File: config.mk
export PLATFORM = sky130hd
export DESIGN_NAME = ps2_frame_rx
export DESIGN_NICKNAME = d
export VERILOG_FILES = /design/src/rtl/ps2_frame_rx.sv
export SDC_FILE = /design/constraint.sdc
export NUM_CORES = 1
export LEC_CHECK = 0
export CELL_PAD_IN_SITES_DETAIL_PLACEMENT = 0
export CELL_PAD_IN_SITES_GLOBAL_PLACEMENT = 1
export CORE_MARGIN = 2
export CORE_UTILIZATION = 51
export DETAILED_ROUTE_END_ITERATION = 6
export PLACE_DENSITY = 0.8
export SETUP_SLACK_MARGIN = 0.2
export SLEW_MARGIN = 0
export SYNTH_ARGS = -nofsm -noshare
export SYNTH_HDL_FRONTEND = slang
export SYNTH_SLANG_ARGS = --single-unit
File: constraint.sdc
create_clock -name clk -period 4.1 [get_ports clk]
set_input_delay 0.82 -clock clk [delete_from_list [all_inputs] [get_ports clk]]
set_output_delay 0.82 -clock clk [all_outputs]
set_load 0.05 [all_outputs]
File: src/rtl/ps2_frame_rx.sv
// PS/2 device-to-host frame receiver: synchronises the raw lines, assembles and
// checks 11-bit frames, and queues good scancode bytes in a small FIFO.
module ps2_frame_rx #(
  parameter int DEPTH       = 8,
  parameter int TIMEOUT_CYC = 25000
) (
  input  logic       clk,
  input  logic       rst,
  input  logic       ps2_clk,
  input  logic       ps2_data,
  input  logic       nextdata_n,
  output logic [7:0] data,
  output logic       ready,
  output logic       overflow,
  output logic       frame_err
);

  localparam int AW = $clog2(DEPTH);
  localparam int TW = $clog2(TIMEOUT_CYC);
  localparam logic [TW-1:0] TO_LAST = TW'(TIMEOUT_CYC - 1);
  localparam logic [AW:0]   PTR_ONE = (AW + 1)'(1);

  logic [2:0]    clk_sync;
  logic [1:0]    data_sync;
  logic          fall;
  logic          bit_in;

  logic [3:0]    bit_cnt;
  logic [9:0]    shift_reg;
  logic [TW-1:0] to_cnt;
  logic          timeout;

  logic [10:0]   frame;
  logic          frame_done;
  logic          frame_good;

  logic [7:0]    mem [DEPTH];
  logic [AW:0]   wptr;
  logic [AW:0]   rptr;
  logic          empty;
  logic          full;
  logic          pop;
  logic          push;
  logic          drop;

  // Line synchronisers; idle-high reset value so a released reset never looks like a fall.
  always_ff @(posedge clk or posedge rst) begin
    if (rst) begin
      clk_sync  <= 3'b111;
      data_sync <= 2'b11;
    end else begin
      clk_sync  <= {clk_sync[1:0], ps2_clk};
      data_sync <= {data_sync[0], ps2_data};
    end
  end

  assign fall   = (clk_sync[2:1] == 2'b10);
  assign bit_in = data_sync[1];

  // The ten earlier bits live in shift_reg; the bit arriving on the final fall completes the frame.
  assign frame      = {bit_in, shift_reg};
  assign frame_done = fall && (bit_cnt == 4'd10);
  assign frame_good = (frame[0] == 1'b0) && (frame[10] == 1'b1) && (^frame[9:1] == 1'b1);

  assign timeout = (bit_cnt != 4'd0) && (to_cnt == TO_LAST) && !fall;

  always_ff @(posedge clk or posedge rst) begin
    if (rst) begin
      bit_cnt   <= 4'd0;
      shift_reg <= 10'd0;
    end else if (fall) begin
      shift_reg <= {bit_in, shift_reg[9:1]};
      bit_cnt   <= (bit_cnt == 4'd10) ? 4'd0 : bit_cnt + 4'd1;
    end else if (timeout) begin
      bit_cnt <= 4'd0;
    end
  end

  // Saturating idle counter; only runs while a frame is partially received.
  always_ff @(posedge clk or posedge rst) begin
    if (rst) begin
      to_cnt <= '0;
    end else if (fall || (bit_cnt == 4'd0)) begin
      to_cnt <= '0;
    end else if (to_cnt != TO_LAST) begin
      to_cnt <= to_cnt + TW'(1);
    end
  end

  assign empty = (wptr == rptr);
  assign full  = (wptr[AW] != rptr[AW]) && (wptr[AW-1:0] == rptr[AW-1:0]);
  assign pop   = !empty && !nextdata_n;
  assign push  = frame_done && frame_good && (!full || pop);
  assign drop  = frame_done && frame_good && full && !pop;

  always_ff @(posedge clk or posedge rst) begin
    if (rst) begin
      for (int i = 0; i < DEPTH; i++) begin
        mem[i] <= 8'd0;
      end
      wptr <= '0;
      rptr <= '0;
    end else begin
      if (push) begin
        mem[wptr[AW-1:0]] <= frame[8:1];
        wptr              <= wptr + PTR_ONE;
      end
      if (pop) begin
        rptr <= rptr + PTR_ONE;
      end
    end
  end

  // Overflow stays up until the consumer drains at least one byte.
  always_ff @(posedge clk or posedge rst) begin
    if (rst) begin
      overflow  <= 1'b0;
      frame_err <= 1'b0;
    end else begin
      if (drop) begin
        overflow <= 1'b1;
      end else if (pop) begin
        overflow <= 1'b0;
      end
      frame_err <= frame_done && !frame_good;
    end
  end

  assign data  = mem[rptr[AW-1:0]];
  assign ready = !empty;

endmodule

==> results of run 1 <==
through the flow:
stage,area (sq um),power (mW),hold slack (ns),worst slack (ns),instances
after floorplan,5080,1.79,0.345,0.443,388
after global placement,5350,1.88,0.347,1.04,517
after detailed placement,5350,1.90,0.347,1.01,517
after CTS,5520,2.51,0.361,0.562,533
after global routing,5520,2.63,0.372,0.485,533
final,5520,2.47,0.360,0.621,533
cell type report:
type / count / share of cell area
Sequential cell: 108 / 0.491
Clock buffer: 10 / 0.0231
Clock inverter: 6 / 0.00861
Tap cell: 133 / 0.0301
Inverter: 4 / 0.00317
Multi-Input combinational cell: 255 / 0.412
Timing Repair Buffer: 17 / 0.0322
metal layers:
layer  part of all wire  GRT usage  up-vias  wire, um
li1                   -          -     1377         -
met1               0.47      0.272     1527      4360
met2               0.48      0.289       33      4420
met3              0.032     0.0585       10       297
met4              0.014     0.0560        0       129
met5                  0          0        -         0
cell families (layout without fill, tap and decap cells):
group	after synthesis	after routing	share of synthesized area
simple gates	115	115	0.122
flops	108	108	0.533
mux	92	92	0.239
xor+xnor	30	30	0.0574
buf+inv	25	37	0.0192
compound gates	12	12	0.0140
fa+ha+maj	6	6	0.0148
cell usage in the layout, fill, tap and decap left out, types with 6 or more instances in the layout:
cell type / count
sky130_fd_sc_hd__ha_1: 6
sky130_fd_sc_hd__mux4_2: 16
sky130_fd_sc_hd__dfrtp_1: 103
sky130_fd_sc_hd__nand4_1: 7
sky130_fd_sc_hd__xor2_1: 12
sky130_fd_sc_hd__clkdlybuf4s50_1: 15
sky130_fd_sc_hd__nand2_1: 41
sky130_fd_sc_hd__mux2_2: 74
sky130_fd_sc_hd__xnor2_1: 15
sky130_fd_sc_hd__nand3_1: 11
sky130_fd_sc_hd__clkbuf_8: 9
sky130_fd_sc_hd__nor2_1: 22
worst min-delay path by stage:
stage                            from           to  slack [ns]  cells past startpoint
after detailed placement  clk_sync[0]  clk_sync[1]        0.35                      0
after global routing      clk_sync[0]  clk_sync[1]        0.37                      0
after global placement    clk_sync[0]  clk_sync[1]        0.35                      0
after floorplan           clk_sync[0]  clk_sync[1]        0.35                      0
final                     clk_sync[0]  clk_sync[1]        0.36                      0
after CTS                 clk_sync[0]  clk_sync[1]        0.36                      0
critical path, delay by kind of cell, from the launching register on:
kind / cells / cell delay, ns
buf+inv: 1 / 0.71
mux: 2 / 0.69
flops: 1 / 0.87
power by group:
group	switching (mW)	internal, mW	total [mW]
Combinational	0.307	0.256	0.562
Clock	0.370	0.227	0.597
Sequential	0.167	1.14	1.31
Total	0.844	1.63	2.47
==> results.txt, run 1 <==
* Ratio of total power to cell area: approximately 450 mW/mm^2
* Multi-input logic area: roughly 0.0023 sq mm
* Setup crit start: rptr[1]
* Floorplan die height: a little over 100 um
- Critical Path Sink Type: primary output
* Total number of yosys warnings: 0
* Run status: finished clean
- For this run the aggregate overflow at the end of global routing stands at 0.
- For this run, the register share of the synthesized area comes to 0.533.
- Detailed placement ended at an HPWL of 5960 um.
* Sort of element at the start of the critical path: flip-flop
- Final setup vio count: 0
- Across every metal layer, demand over resource in global routing totals 0.192.
- Ordered list of cells on the worst path: mux4_2 > mux2_2 > clkdlybuf4s50_1
- Post-Syn Nets: around 400
- Dividing the detail-routed wire length by the instance count gives 17.3 um.
* Layout fillers: roughly 840
- CP Data Required Time: roughly 3.3 ns
- The clock passes through at most 2 buffers.
* Number of pins exceeding their max-slew limit in the final report: 0
- In this design, the stage delay of the slowest critical-path cell is between 0.8 and 0.9 ns.
- During I/O placement, the number of pins put on the boundary was 16.
- The most common cell in the synthesized netlist is sky130_fd_sc_hd__dfrtp_1.
* Number of nets in the layout: roughly 410
- Endpoint of the most critical register-to-register path: mem[50]
* Worst Path Max Fanout: 20
* Logic depth of the worst register-to-register path: 5
* Worst VDD drop: 252 uV
- Across the run, the number of max-cap violations was 0.
* Vias in the first global route: slightly above 3,000
- Data arrives at the worst endpoint at about 2.7 ns.
* Die boundary width: ~100 um
* CP max stage cell: sky130_fd_sc_hd__dfrtp_1
- Shortest clock period the worst path allows after layout: ~3.5 ns
- Starting Density: 0.522
- Layout Utilization: 0.567
* Row cnt: 36
* Cells resized by post-CTS repair: 0
* Per-instance average area after synthesis: around 13 sq um
- The first routing iteration left between 100 and 150 violations.
- The register with the most flip-flops in the layout has 64 of them.
- Area of the mapped netlist: between 0.005 and 0.006 sq mm
* Flop-to-flop setup slack: roughly 1.2 ns
- For this run, asynchronously set or reset flops after synthesis account for 1.00.
- The total count of hold-check failures in the final report is 0.
- Commonest cells post-synth: 103 x sky130_fd_sc_hd__dfrtp_1, 74 x sky130_fd_sc_hd__mux2_2, 41 x sky130_fd_sc_hd__nand2_1, 22 x sky130_fd_sc_hd__nor2_1
* Number of distinct standard cells referenced by the synthesized netlist: 39
- Of the available clock period, the critical path in the final layout requires 0.848.
* Worst Skew: about 0.02 ns
- Portion of synthesized cell area occupied by the leading cell type: 0.507
* Clock slew at the register clock pins of the worst setup and hold paths: around 0.090 ns
- At the pin with the least slew margin, the transition time is between 0.8 and 0.9 ns.
* Sum Neg Setup Slack: 0 ns
* Unrepaired setup endpoints after global routing: no
- The first global-routing pass estimated between 15,000 and 20,000 um of wire.
- The number of antenna violations at the first check in global routing is 0.
- Final routed wirelength across all metal layers: roughly 9200 um
* Clock sink count: roughly 110
- The critical path ends at data[1].
- Weighted congestion at the end of routability-driven global placement: between 0.7 and 0.8
- Worst hold-check path type: reg2reg
- Fraction of final layout cells with drive strength greater than 1: 0.300
- Summing over every cut layer, the via total after detailed routing is about 2,900.
- Derived from the worst setup path, the maximum achievable clock frequency is between 200 and 300 MHz.
* Synthesized instance count: approximately 390
- Residual antenna-violating net count after detailed routing: 0
- Clock tree from TritonCTS: built
- Measured against its own limit, the worst slew margin works out to 0.414.
* Cell types occupying the most area after synthesis: sky130_fd_sc_hd__dfrtp_1 51%, sky130_fd_sc_hd__mux2_2 16%, sky130_fd_sc_hd__mux4_2 7.1%, sky130_fd_sc_hd__nand2_1 3.0%, sky130_fd_sc_hd__dfstp_2 2.6%
- Summed over all cells, the static leakage comes to between 2 and 3 nW.
- Post CTS Setup Buffer Count: 0
* Hold buffer count at cts: 0
- The tree is rooted in a sky130_fd_sc_hd__clkbuf_8.
* Ratio of routed vias to standard cells: approximately 5.5
- Worst skew pair latency: between 0.3 and 0.4 ns
* Maximum level of the CTS H-tree: 3
- The synthesized design contains 0 enable-type register cells.
* Pre-Repair DR Iteration Count: 4
- RR Startpoint: shift_reg[5]
* Post-detailed-route DRC marker count: 0
- Of all cell types, the one taking the most synthesized area is sky130_fd_sc_hd__dfrtp_1.
* CP Class: reg2out
- Summing all flip-flop and latch instances after layout gives roughly 0.0027 sq mm.
* Most used DFF post-synth: sky130_fd_sc_hd__dfrtp_1
- Maximum number of pins on one net before global-route repair: 71
* ANT cells: 0
* Post-synthesis register bit count: approximately 110
- Die outline area: roughly 0.011 sq mm
- Std-Cell Core Area: 0.00973 sq mm
* CTS buffer count: 9
* IO buf count: 15
- The area growth from synthesis to layout is 8.64%.
(Power assumes the default switching activity.)
==> run 2: changes to the inputs <==
==> constraint.sdc (replaced) <==
create_clock -name clk -period 3.4 [get_ports clk]
set_input_delay 0.68 -clock clk [delete_from_list [all_inputs] [get_ports clk]]
set_output_delay 0.68 -clock clk [all_outputs]
set_load 0.05 [all_outputs]
==> run 2 against run 1 <==
  * Setup slack worse by 0.16 ns
  * Sequential share of layout area is 0.31 points lower
  * Non-clock buffer count is 7 higher
  * Register-to-register slack worse by 0.61 ns
  * Critical path type unchanged
  * Highest routed layer unchanged
==> results.txt, run 2 (same netlist as run 1, synthesis figures left out) <==
* Run status: finished clean (unchanged)
- The final setup violation count is 0 (unchanged).
- Clock buffer depth: 2 (unchanged)
- The clock sink total is 108 (unchanged).
- Maximum clock frequency: roughly 340 MHz
- The design internal power was 2.00 mW (was 1.63 mW).
- Worst skew pair latency: 0.38 ns (was 0.39 ns)
* Worst Path Max Fanout: 11 (was 20)
- Commonest non-fill, non-tap cells in the layout: 102 x sky130_fd_sc_hd__dfrtp_1, 74 x sky130_fd_sc_hd__mux2_2, 41 x sky130_fd_sc_hd__nand2_1 (was 103 x sky130_fd_sc_hd__dfrtp_1, 74 x sky130_fd_sc_hd__mux2_2, 41 x sky130_fd_sc_hd__nand2_1).
- The total iterations of the first detailed-routing run was 4 (unchanged).
* Relative contribution of the clock network to total power: 0.240 (was 0.242)
- Weighted congestion at the end of routability-driven global placement: 0.763 (was 0.759)
- Half-perimeter wire length of the detailed placement result: 6400 um (was 5960 um)
* Combinational share of power: 0.247 (was 0.228)
* Proportion of total power due to net switching: 0.337 (was 0.342)
* ANT cells: 0 (unchanged)
* CTS buffer count: 9 (unchanged)
- Maximum level of the CTS H-tree: 3 (unchanged)
- The max-capacitance violation count came to 0 (unchanged).
- The signed area change from the synthesized netlist to the final layout was 9.38% (was 8.64%).
* Worst VDD drop: 464 uV (was 252 uV)
- Unrepaired setup endpoints after global routing: no (unchanged)
- Wire length of the first global-routing pass: 15,800 um (was 16,100 um)
- Clock slew at the register clock pins of the worst setup and hold paths: 0.10 ns (was 0.09 ns)
- The flip-flop count of the largest register after layout was 64 (unchanged).
- The remaining max-slew budget at the tightest pin was 0.476 (was 0.414).
* Starting Density: 0.522 (unchanged)
- The total of buffers placed on input and output ports is 15 (unchanged).
* Final period util: 0.864
* Detailed-route wire length per cell: 17.3 um (about the same)
- Number of nets in the layout: 413 (was 406)
- The total power per unit cell area came to 543 mW/mm^2 (was 447 mW/mm^2).
* Finished Layout Cells: 539 (was 533)
- Post-detailed-route DRC marker count: 0 (unchanged)
* Fraction of final layout cells with drive strength greater than 1: 0.333 (was 0.300)
- The most common library cell in the layout ignoring fill and taps is sky130_fd_sc_hd__dfrtp_1 (unchanged).
- The number of pins exceeding their max-slew limit in the final report was 0 (unchanged).
* Cell at the root of the clock tree: sky130_fd_sc_hd__clkbuf_8 (unchanged)
- CP Class: reg2out (unchanged)
* Number of hold violations in the final report: 0 (unchanged)
- Ratio of routed vias to standard cells: 5.45 (was 5.53)
* Worst Skew: 0.0145 ns (was 0.0195 ns)
* Layout fillers: 797 (was 837)
* Residual antenna-violating net count after detailed routing: 0 (unchanged)
- The routed via count came to 2,935 (was 2,947).
- Number of instances in the placed design: 524 (was 517)
* Cells resized by post-CTS repair: 0 (unchanged)
- The top-level port count is 16 (unchanged).
* Shortest clock period the worst path allows after layout: between 2 and 3 ns
- The routed wire length was 9310 um (was 9210 um).
- The measured slew at the worst slew-check pin is 0.780 ns (was 0.872 ns).
- The critical path arrival is 2.26 ns (was 2.66 ns).
- The post-CTS setup repair buffer count is 0 (unchanged).
* Critical Path Sink Type: primary output (unchanged)
- The global routing usage summed across all routing layers is 0.187 (was 0.192).
- Maximum number of pins on one net before global-route repair: 65 (was 71)
* Overall power of the completed layout: 3.02 mW (was 2.47 mW)
- The final global-route overflow total is 0 (unchanged).
- The cell leakage power came to 2.62 nW (was 2.57 nW).
- The fraction of power consumed by sequential logic was 0.513 (was 0.531).
- Std-Cell Core Area: 0.00973 sq mm (unchanged)
* Floorplan die height: 104 um (unchanged)
* Hold buffer count at cts: 0 (unchanged)
* Switching power: 1.02 mW (was 0.844 mW)
* CP Data Required Time: 2.72 ns (was 3.28 ns)
- The CTS tree is built (unchanged).
* Vias in the first global route: 2,992 (was 3,045)
- The die footprint came to 0.0108 sq mm (unchanged).
* Row cnt: 36 (unchanged)
- Sum Neg Setup Slack: 0 ns (unchanged)
- Sort of element at the start of the critical path: flip-flop (unchanged)
* Die boundary width: 104 um (unchanged)
- The number of design-rule violations left by the first detailed-router iteration was 145 (was 106).
- The path category of the worst min-delay check is reg2reg (unchanged).
- The number of antenna violations at the first check in global routing was 0 (unchanged).
-- run 2: cell types whose count changed in the layout (fill, tap and decap cells not counted) --
cell / before / now
sky130_fd_sc_hd__buf_4: 1 / 16
sky130_fd_sc_hd__clkbuf_8: 9 / 11
sky130_fd_sc_hd__clkdlybuf4s50_1: 15 / 7
sky130_fd_sc_hd__dfrtp_1: 103 / 102
sky130_fd_sc_hd__dfrtp_2: 0 / 1
sky130_fd_sc_hd__inv_4: 1 / 0
sky130_fd_sc_hd__inv_6: 2 / 0
-- run 2: final timing paths --
path	startpoint	to	slack (ns)	cells past startpoint
max in group asynchronous	rst	clk_sync[0]	2.00	3
hold / removal	clk_sync[0]	clk_sync[1]	0.36	0
setup reg to reg	shift_reg[4]	mem[2]	0.60	5
min in group asynchronous	rst	bit_cnt[3]	0.69	2
setup / recovery	wptr[0]	ready	0.46	4
hold reg to reg	clk_sync[0]	clk_sync[1]	0.36	0
-- run 2: per-stage QoR --
step | setup slack (ns) | utilization | hold slack [ns] | instance area, sq um
finish | 0.462 | 0.571 | 0.362 | 5560
global route | 0.299 | 0.571 | 0.369 | 5560
CTS | 0.317 | 0.571 | 0.366 | 5560
detailed placement | 0.624 | 0.553 | 0.349 | 5380
global placement | 0.672 | 0.553 | 0.346 | 5380
floorplan | 0.656 | - | 0.345 | 5080
-- run 2: routing by layer --
layer | part of all wire | vias to the layer above | track usage
li1 | - | 1386 | -
met1 | 0.49 | 1506 | 0.265
met2 | 0.48 | 29 | 0.295
met3 | 0.019 | 14 | 0.0365
met4 | 0.014 | 0 | 0.0579
met5 | 0 | - | 0
-- run 2: critical path: stages (launching register included) --
cell	delay (ns)
sky130_fd_sc_hd__dfrtp_1	0.52
sky130_fd_sc_hd__xor2_1	0.20
sky130_fd_sc_hd__nor3_1	0.37
sky130_fd_sc_hd__nand2_1	0.09
sky130_fd_sc_hd__clkdlybuf4s50_1	0.70
-- run 2: final cells by class --
cell class                 instances  area (sq um)  share of cell area
clock buffer                      12           155              0.0279
clock inverter                     3          22.5             0.00405
inverter                           4          18.8             0.00338
multi-input combinational        255          2270               0.409
sequential                       108          2710               0.488
tap                              133           166              0.0299
timing repair buffer              24           210              0.0378
-- run 2: power groups by stage --
stage	clock network [mW]	logic (mW)	registers (mW)
floorplan	0	0.688	1.47
global placement	0	0.731	1.57
detailed placement	0	0.751	1.57
CTS	0.748	0.751	1.55
global route	0.803	0.820	1.57
finish	0.724	0.744	1.55
